==> config.mk <==
export PLATFORM = sky130hd
export DESIGN_NAME = key_debounce_onehot
export DESIGN_NICKNAME = d
export VERILOG_FILES = /design/src/rtl/key_pkg.sv /design/src/rtl/sync_2ff.sv /design/src/rtl/key_debounce_onehot.sv
export SDC_FILE = /design/constraint.sdc
export NUM_CORES = 1
export LEC_CHECK = 0
export BUFFER_PORTS_ARGS = -buffer_cell sky130_fd_sc_hd__buf_2
export CAP_MARGIN = 0
export CORE_MARGIN = 2
export CORE_UTILIZATION = 30
export DETAILED_ROUTE_END_ITERATION = 16
export PLACE_DENSITY = 0.56
export SLEW_MARGIN = 10
export SYNTH_ARGS = -nofsm -noshare
export SYNTH_HDL_FRONTEND = slang
export SYNTH_SLANG_ARGS = --single-unit
export TNS_END_PERCENT = 100
==> constraint.sdc <==
create_clock -name clk -period 2.04 [get_ports clk]
set_input_delay 0.306 -clock clk [delete_from_list [all_inputs] [get_ports clk]]
set_output_delay 0.306 -clock clk [all_outputs]
set_load 0.005 [all_outputs]
==> src/rtl/key_pkg.sv <==
// Shared types and helpers for the key debounce front end.
// No logic of its own; imported by the top level.
// One-hot test works on the debounced vector, not the raw lines.
package key_pkg;

    localparam int NKEYS = 4;

    typedef enum logic [1:0] {
        IDLE     = 2'd0,
        VALID    = 2'd1,
        WAIT_REL = 2'd2
    } key_state_t;

    function automatic logic is_onehot(input logic [NKEYS-1:0] v);
        return (v != '0) && ((v & (v - 1'b1)) == '0);
    endfunction

endpackage

==> src/rtl/sync_2ff.sv <==
// Two-flop synchroniser for one asynchronous input bit.
// Latency: 2 clk edges from input sample to q.
// Backpressure: none, free-running.
module sync_2ff (
    input  logic clk,
    input  logic rst_n,
    input  logic d,
    output logic q
);

    logic meta;

    always_ff @(posedge clk or negedge rst_n) begin
        if (!rst_n) begin
            meta <= 1'b0;
            q    <= 1'b0;
        end else begin
            meta <= d;
            q    <= meta;
        end
    end

endmodule

==> src/rtl/key_debounce_onehot.sv <==
// Conditions four raw key lines into a held one-hot capture with valid/ack.
// Latency: valid rises DEBOUNCE_CYCLES+3 edges after key_in is first sampled.
// Backpressure: capture held until ack; no new press until a full release.
module key_debounce_onehot
    import key_pkg::*;
#(
    parameter int DEBOUNCE_CYCLES = 4
) (
    input  logic             clk,
    input  logic             rst_n,
    input  logic [NKEYS-1:0] key_in,
    input  logic             ack,
    output logic [NKEYS-1:0] d_out,
    output logic             valid,
    output logic             multi_err
);

    localparam int              CW      = $clog2(DEBOUNCE_CYCLES + 1);
    localparam logic [CW-1:0]   CNT_MAX = CW'(DEBOUNCE_CYCLES);

    logic [NKEYS-1:0] s;
    logic [NKEYS-1:0] prev;
    logic [CW-1:0]    cnt;
    logic             stable;
    logic [NKEYS-1:0] deb;
    key_state_t       state;

    for (genvar i = 0; i < NKEYS; i++) begin : g_sync
        sync_2ff u_sync (
            .clk   (clk),
            .rst_n (rst_n),
            .d     (key_in[i]),
            .q     (s[i])
        );
    end

    always_ff @(posedge clk or negedge rst_n) begin
        if (!rst_n) begin
            prev <= '0;
            cnt  <= '0;
        end else begin
            prev <= s;
            if (s != prev) begin
                cnt <= '0;
            end else if (cnt != CNT_MAX) begin
                cnt <= cnt + 1'b1;
            end
        end
    end

    // The FSM acts on prev: once cnt saturates, prev is the value that has been
    // steady for the whole window, whereas s may have just glitched this cycle.
    assign stable = (cnt == CNT_MAX);
    assign deb    = prev;

    always_ff @(posedge clk or negedge rst_n) begin
        if (!rst_n) begin
            state     <= IDLE;
            d_out     <= '0;
            valid     <= 1'b0;
            multi_err <= 1'b0;
        end else begin
            multi_err <= 1'b0;
            case (state)
                IDLE: begin
                    if (stable && (deb != '0)) begin
                        if (is_onehot(deb)) begin
                            d_out <= deb;
                            valid <= 1'b1;
                            state <= VALID;
                        end else begin
                            multi_err <= 1'b1;
                            state     <= WAIT_REL;
                        end
                    end
                end
                VALID: begin
                    if (ack) begin
                        d_out <= '0;
                        valid <= 1'b0;
                        state <= WAIT_REL;
                    end
                end
                WAIT_REL: begin
                    if (stable && (deb == '0)) begin
                        state <= IDLE;
                    end
                end
                default: state <= IDLE;
            endcase
        end
    end

endmodule

Yosys cells after proc, flatten, opt, wreduce, memory -nomap -nowiden

Cells that the tools add are included.

Register bits after elaboration: 23
Input bits: 7
Logic and storage cells: 55

Add/subtract/negate cells: 2
Equality and inequality tests: 9
Muxes and demuxes: 18
Bitwise operators: 1
Reductions and logical operators: 11

Operators with widths:

| kind                                                 | number |
|---|---|
| 2-to-1 mux 4 bit                                     | 3 |
| zero test 4 bit                                      | 2 |
| 2-to-1 mux 2 bit                                     | 4 |
| inequality test 2 bit (second input constant)        | 4 |
| one-hot mux 4 bit (2 select lines)                   | 1 |
| 2-to-1 mux 1 bit                                     | 6 |
| 2-to-1 mux 3 bit                                     | 2 |
| one-hot mux 2 bit (3 select lines)                   | 1 |
| AND 4 bit                                            | 1 |
| inequality test 4 bit                                | 1 |
| AND reduction 4 bit                                  | 1 |
| nonzero test 2 bit                                   | 2 |
| nonzero test 4 bit                                   | 1 |
| subtractor 4 x 1 -> 4 bit (second input constant)    | 1 |
| adder 3 x 1 -> 3 bit (second input constant)         | 1 |
| equality test 3 bit (second input constant)          | 1 |
| logical AND 1 bit                                    | 3 |
| inequality test 3 bit (second input constant)        | 1 |
| AND reduction 3 bit                                  | 1 |
| equality test 2 x 1 -> 1 bit (second input constant) | 1 |
| equality test 2 bit (second input constant)          | 1 |
| zero test 2 bit                                      | 1 |
| one-hot mux 1 bit (2 select lines)                   | 1 |

Logic depth before layout (Yosys ltp)

Depth in word-level cells: 7
Gate-level depth with buffers: 7

By module

From an unflattened synthesis, not the netlist that was laid out.

Cell total of the unflattened synthesis: 71
Area, all modules: 873.3 um^2

By module, submodules not included:

| module              | times used | cells each | area each (um^2) | sequential area each (um^2) |
|---|---|---|---|---|
| key_debounce_onehot | 1          | 63         | 673.1            | 375.4 |
| sync_2ff            | 4          | 2          | 50.0             | 50.0 |

Worst setup path before layout

Ideal clock, no wire load.

Kind: reg2reg
Start point: reg cnt[0]
End point: reg d_out[0]
Library setup time: 0.123 ns
Data arrival time: 1.285 ns
Required time: 1.917 ns
Path slack: 0.632 ns
Stages on the path, launching flop included: 8
Period minus slack after synthesis: 1.408 ns
Path through: dfrtp_1 inv_1 ha_1 nand2_1 nor4_1 nand2b_1 buf_6 mux2i_1

Longest elaborated chain between the ends: 4

Ends and longest elaborated chain:

| what                                   | line                      | source |
|---|---|---|
| from (decl)                            | key_debounce_onehot.sv:23 | `logic [CW-1:0] cnt;` |
| from (signal assigned)                 | key_debounce_onehot.sv:46 | `cnt <= cnt + 1'b1;` |
| equality test 3 bit                    | key_debounce_onehot.sv:53 | `assign stable = (cnt == CNT_MAX);` |
| logical AND 1 bit                      | key_debounce_onehot.sv:66 | `if (stable && (deb != '0)) begin` |
| inequality test 2 bit (no source line) | n/a                       |  |
| AND reduction 4 bit (no source line)   | n/a                       |  |
| to (signal assigned)                   | key_debounce_onehot.sv:59 | `d_out <= '0;` |
| to (signal assigned)                   | key_debounce_onehot.sv:68 | `d_out <= deb;` |
| to (signal assigned)                   | key_debounce_onehot.sv:79 | `d_out <= '0;` |
| to (decl)                              | key_debounce_onehot.sv:13 | `output logic [NKEYS-1:0] d_out,` |

No other way between the ends.
A chain may end at the register's enable or synchronous reset.

Final worst setup path

Same ends and word-level chain as after synthesis.

==> reports/metrics.csv <==
stage;metric;value;unit
pwr;VDD IR max;0.3916;mV
clock_tree;CTS clk-pin slew, worst paths;120;ps
logic_synthesis;Main synth FF type;dfrtp_1;
clock_tree;Clock Sinks;23;
clock_tree;CTS buffer count;3;
detailed_routing;number of DRC violations after detailed-routing iteration 0;11;
sta;highest clock rate;591.6;MHz
logic_synthesis;Syn Area/Cell;12.06;um^2
setup_path;Crit Path Max Fanout;6;
setup_path;FF-to-FF Start;cnt[0];
detailed_routing;drt total wl;1431;um
pwr;total power;723.1;uW
logic_synthesis;EDFF count, synth;0;
pwr;Lkg Pwr;0.4917;nW
sta;clock period minus worst slack;1690;ps
detailed_routing;Antenna Violating Nets Remaining;0;
setup_path;data arrival time of the critical path;1890;ps
layout;Inserted Diodes;0;
global_route;All-Layer GR Usage;9.537;%
pwr;pwr/cell area;713.5;nW/um^2
floorplanning;die extent in x;58.91;um
layout;area grow syn2layout;12.03;%
setup_path;Max stage delay on crit path;420;ps
sta;RSZ-0062 raised after global routing;no;
setup_path;CP required;2240;ps
sta;Rel. slew slack;66.36;%
logic_synthesis;synth unique cells;22;
setup_path;Worst R2R Path Depth;6;
sta;post-route setup TNS;0;ps
global_route;initial antenna violation count;0;
clock_tree;# resized after CTS;0;
floorplanning;Core ar.;2805;um^2
setup_path;worst-path cell chain;inv_1, ha_1, nand2_1, nor4_1, nand2b_1, mux2i_1;
setup_path;type of origin of the critical path;flop;
floorplanning;die area;3470;um^2
floorplanning;die height;58.91;um
layout;Layout fillers;282;
setup_path;Reg2Reg Setup Slack;350;ps
placement;hpwl dp;1035;um
detailed_routing;Residual DRC;0;
sta;Least-Margin Pin Slew;504.5;ps
logic_synthesis;synth top area cells;dfrtp_1 64%, xnor2_1 4.8%, mux2i_1 4.4%, nand2_1 3.7%, ha_1 2.8%;
logic_synthesis;most area-hungry cell type in the Yosys netlist;dfrtp_1;
setup_path;Reg2Reg Capture Point;d_out[0];
logic_synthesis;top-area cell type share of the netlist area;63.62;%
floorplanning;row count;19;
outcome;outcome;finished, final reports clean;
layout;share of post-route cells with drive strength above 1;19.10;%
setup_path;Critical Path End Type;flop;
sta;final setup vio count;0;
setup_path;CP max-delay cell;dfrtp_1;
floorplanning;io pins;13;
detailed_routing;TritonRoute pass-1 iters;4;
min_path;WHS Endpoint;g_sync[3].u_sync.meta;
setup_path;CP Class;flop to flop;
layout;Total Nets Final;99;
detailed_routing;routed vias/inst;4.733;
clock_tree;H-tree levels;1;
detailed_routing;drt wl/cell;11.93;um
pwr;sequential power share;66.6;%
logic_synthesis;synthesis-stage register bit count;23;
logic_synthesis;Netlist Area Pre-Place;904.6;um^2
placement;I/O Buffers;12;
sta;final clock skew;5.312;ps
min_path;hold path depth;1;
sta;fin crit share;82.86;%
placement;placed cells;115;
clock_tree;clk_lat worst skew;310;ps
detailed_routing;via count;568;
pwr;share of power burned in combinational logic;5.0;%
global_route;grt ovf;0;
logic_synthesis;synth warn;0;
layout;fin cells;120;
logic_synthesis;Commonest cells post-synth;23 x dfrtp_1, 9 x nand2_1, 6 x inv_1;
min_path;Hold Crit Class;input port to flop;
logic_synthesis;Post-synth ARST share;100.0;%
sta;Fin. Hold Viols;0;
global_route;vias in the first global route;567;
pwr;Int Power;559.3;uW
pwr;sw frac;22.65;%
sta;Final Max Slew Viols;0;
global_route;largest net degree at the start of global routing;24;
pwr;P_sw;163.8;uW
logic_synthesis;count leader, synth;dfrtp_1;
floorplanning;Starting Density;32.25;%
logic_synthesis;Mapped Nets;84;
min_path;Hold Startpoint;key_in[3];
logic_synthesis;post-synthesis sequential area ratio;63.62;%
global_route;first-pass GRT wire length;2421;um
clock_tree;CTS root buf;clkbuf_4;
clock_tree;CTS tree;yes;
pwr;clock share of power;28.4;%
job;MaxCap Viol Count;0;
placement;gpl congestion;0.7165;
logic_synthesis;Synth Instances;75;
clock_tree;CTS max path bufs;2;
## placed cells by master, fill, tap and decap left out, drive strengths merged, types with 2 or more instances in the layout
master,netlist,layout
xnor2,5,5
nor4,2,2
nor4b,2,2
nand3,2,2
clkbuf,1,3
nand2b,2,2
ha,2,2
dfrtp,23,23
mux2i,4,4
nand2,9,9
inv,6,6
o21ai,2,2
nor2,5,5
buf,2,12
## layout make-up
cell class	instances	area (um^2)	area share, %
sequential	23	575.6	56.79
clock inverter	1	5.005	0.4938
multi-input combinational	43	279.0	27.53
timing repair buffer	13	70.07	6.914
tap	31	38.79	3.827
clock buffer	3	22.52	2.222
inverter	6	22.52	2.222
## per-layer routing
| metal | global-route usage (%) | wire (um) |
|---|---|---|
| met5 | 0 | 0 |
| met4 | 2.922 | 10 |
| met3 | 4.615 | 78 |
| met2 | 14.92 | 714 |
| met1 | 11.65 | 628 |
## critical path: cells and delay by family (launching register included)
kind / cells / cell delay, ps
buffers and inverters: 1 / 70
DFF: 1 / 420
muxes: 1 / 180
adders and majority gates: 1 / 210
and+or+nand+nor: 3 / 700
## power groups by stage
| stage | sequential, mW | clock [mW] | combinational, mW |
|---|---|---|---|
| floorplan | 0.485 | 0 | 0.0241 |
| global placement | 0.489 | 0 | 0.0353 |
| detailed placement | 0.491 | 0 | 0.0361 |
| CTS | 0.482 | 0.220 | 0.0379 |
| global route | 0.484 | 0.237 | 0.0418 |
| finish | 0.481 | 0.205 | 0.0364 |
## timing repair
action | CTS | global route
hold endpoints to repair | 23 | 0
setup buffers | 0 | 0
hold buffers | 1 | 0
## logic make-up after synthesis
logic type	share of synthesized area, %
simple gates	14.52
flops	63.62
buf+inv	5.532
xor+xnor	5.809
compound gates	3.320
mux	4.426
fa+ha+maj	2.766
## sequential cells by signal, summed over array words and instances, names as in the netlist
signal	cells
d_out	4
deb	4
g_sync.u_sync.meta	4
g_sync.u_sync.q	4
cnt	3
state	2
multi_err	1
valid	1
## through the flow
stage          hold slack [ps]  utilization, %  setup WS (ps)  instance area [um^2]
2_1_floorplan            10.41               -          632.3                 904.6
3_3_place_gp             296.9           34.79          469.4                 975.9
3_5_place_dp             312.4           34.79          385.3                 975.9
4_1_cts                  81.32           36.13          327.2                  1013
5_1_grt                  59.58           36.13          132.2                  1013
6_report                 97.55           36.13          349.7                  1013
## worst max path at each step
stage	depth (start not counted)	from	slack (ps)	to
2_1_floorplan	7	cnt[0]	630	d_out[0]
3_3_place_gp	6	cnt[0]	470	d_out[2]
3_5_place_dp	6	cnt[0]	390	d_out[0]
4_1_cts	6	cnt[0]	330	d_out[0]
5_1_grt	6	cnt[0]	130	d_out[0]
6_report	6	cnt[0]	350	d_out[0]
(Power assumes the default switching activity.)
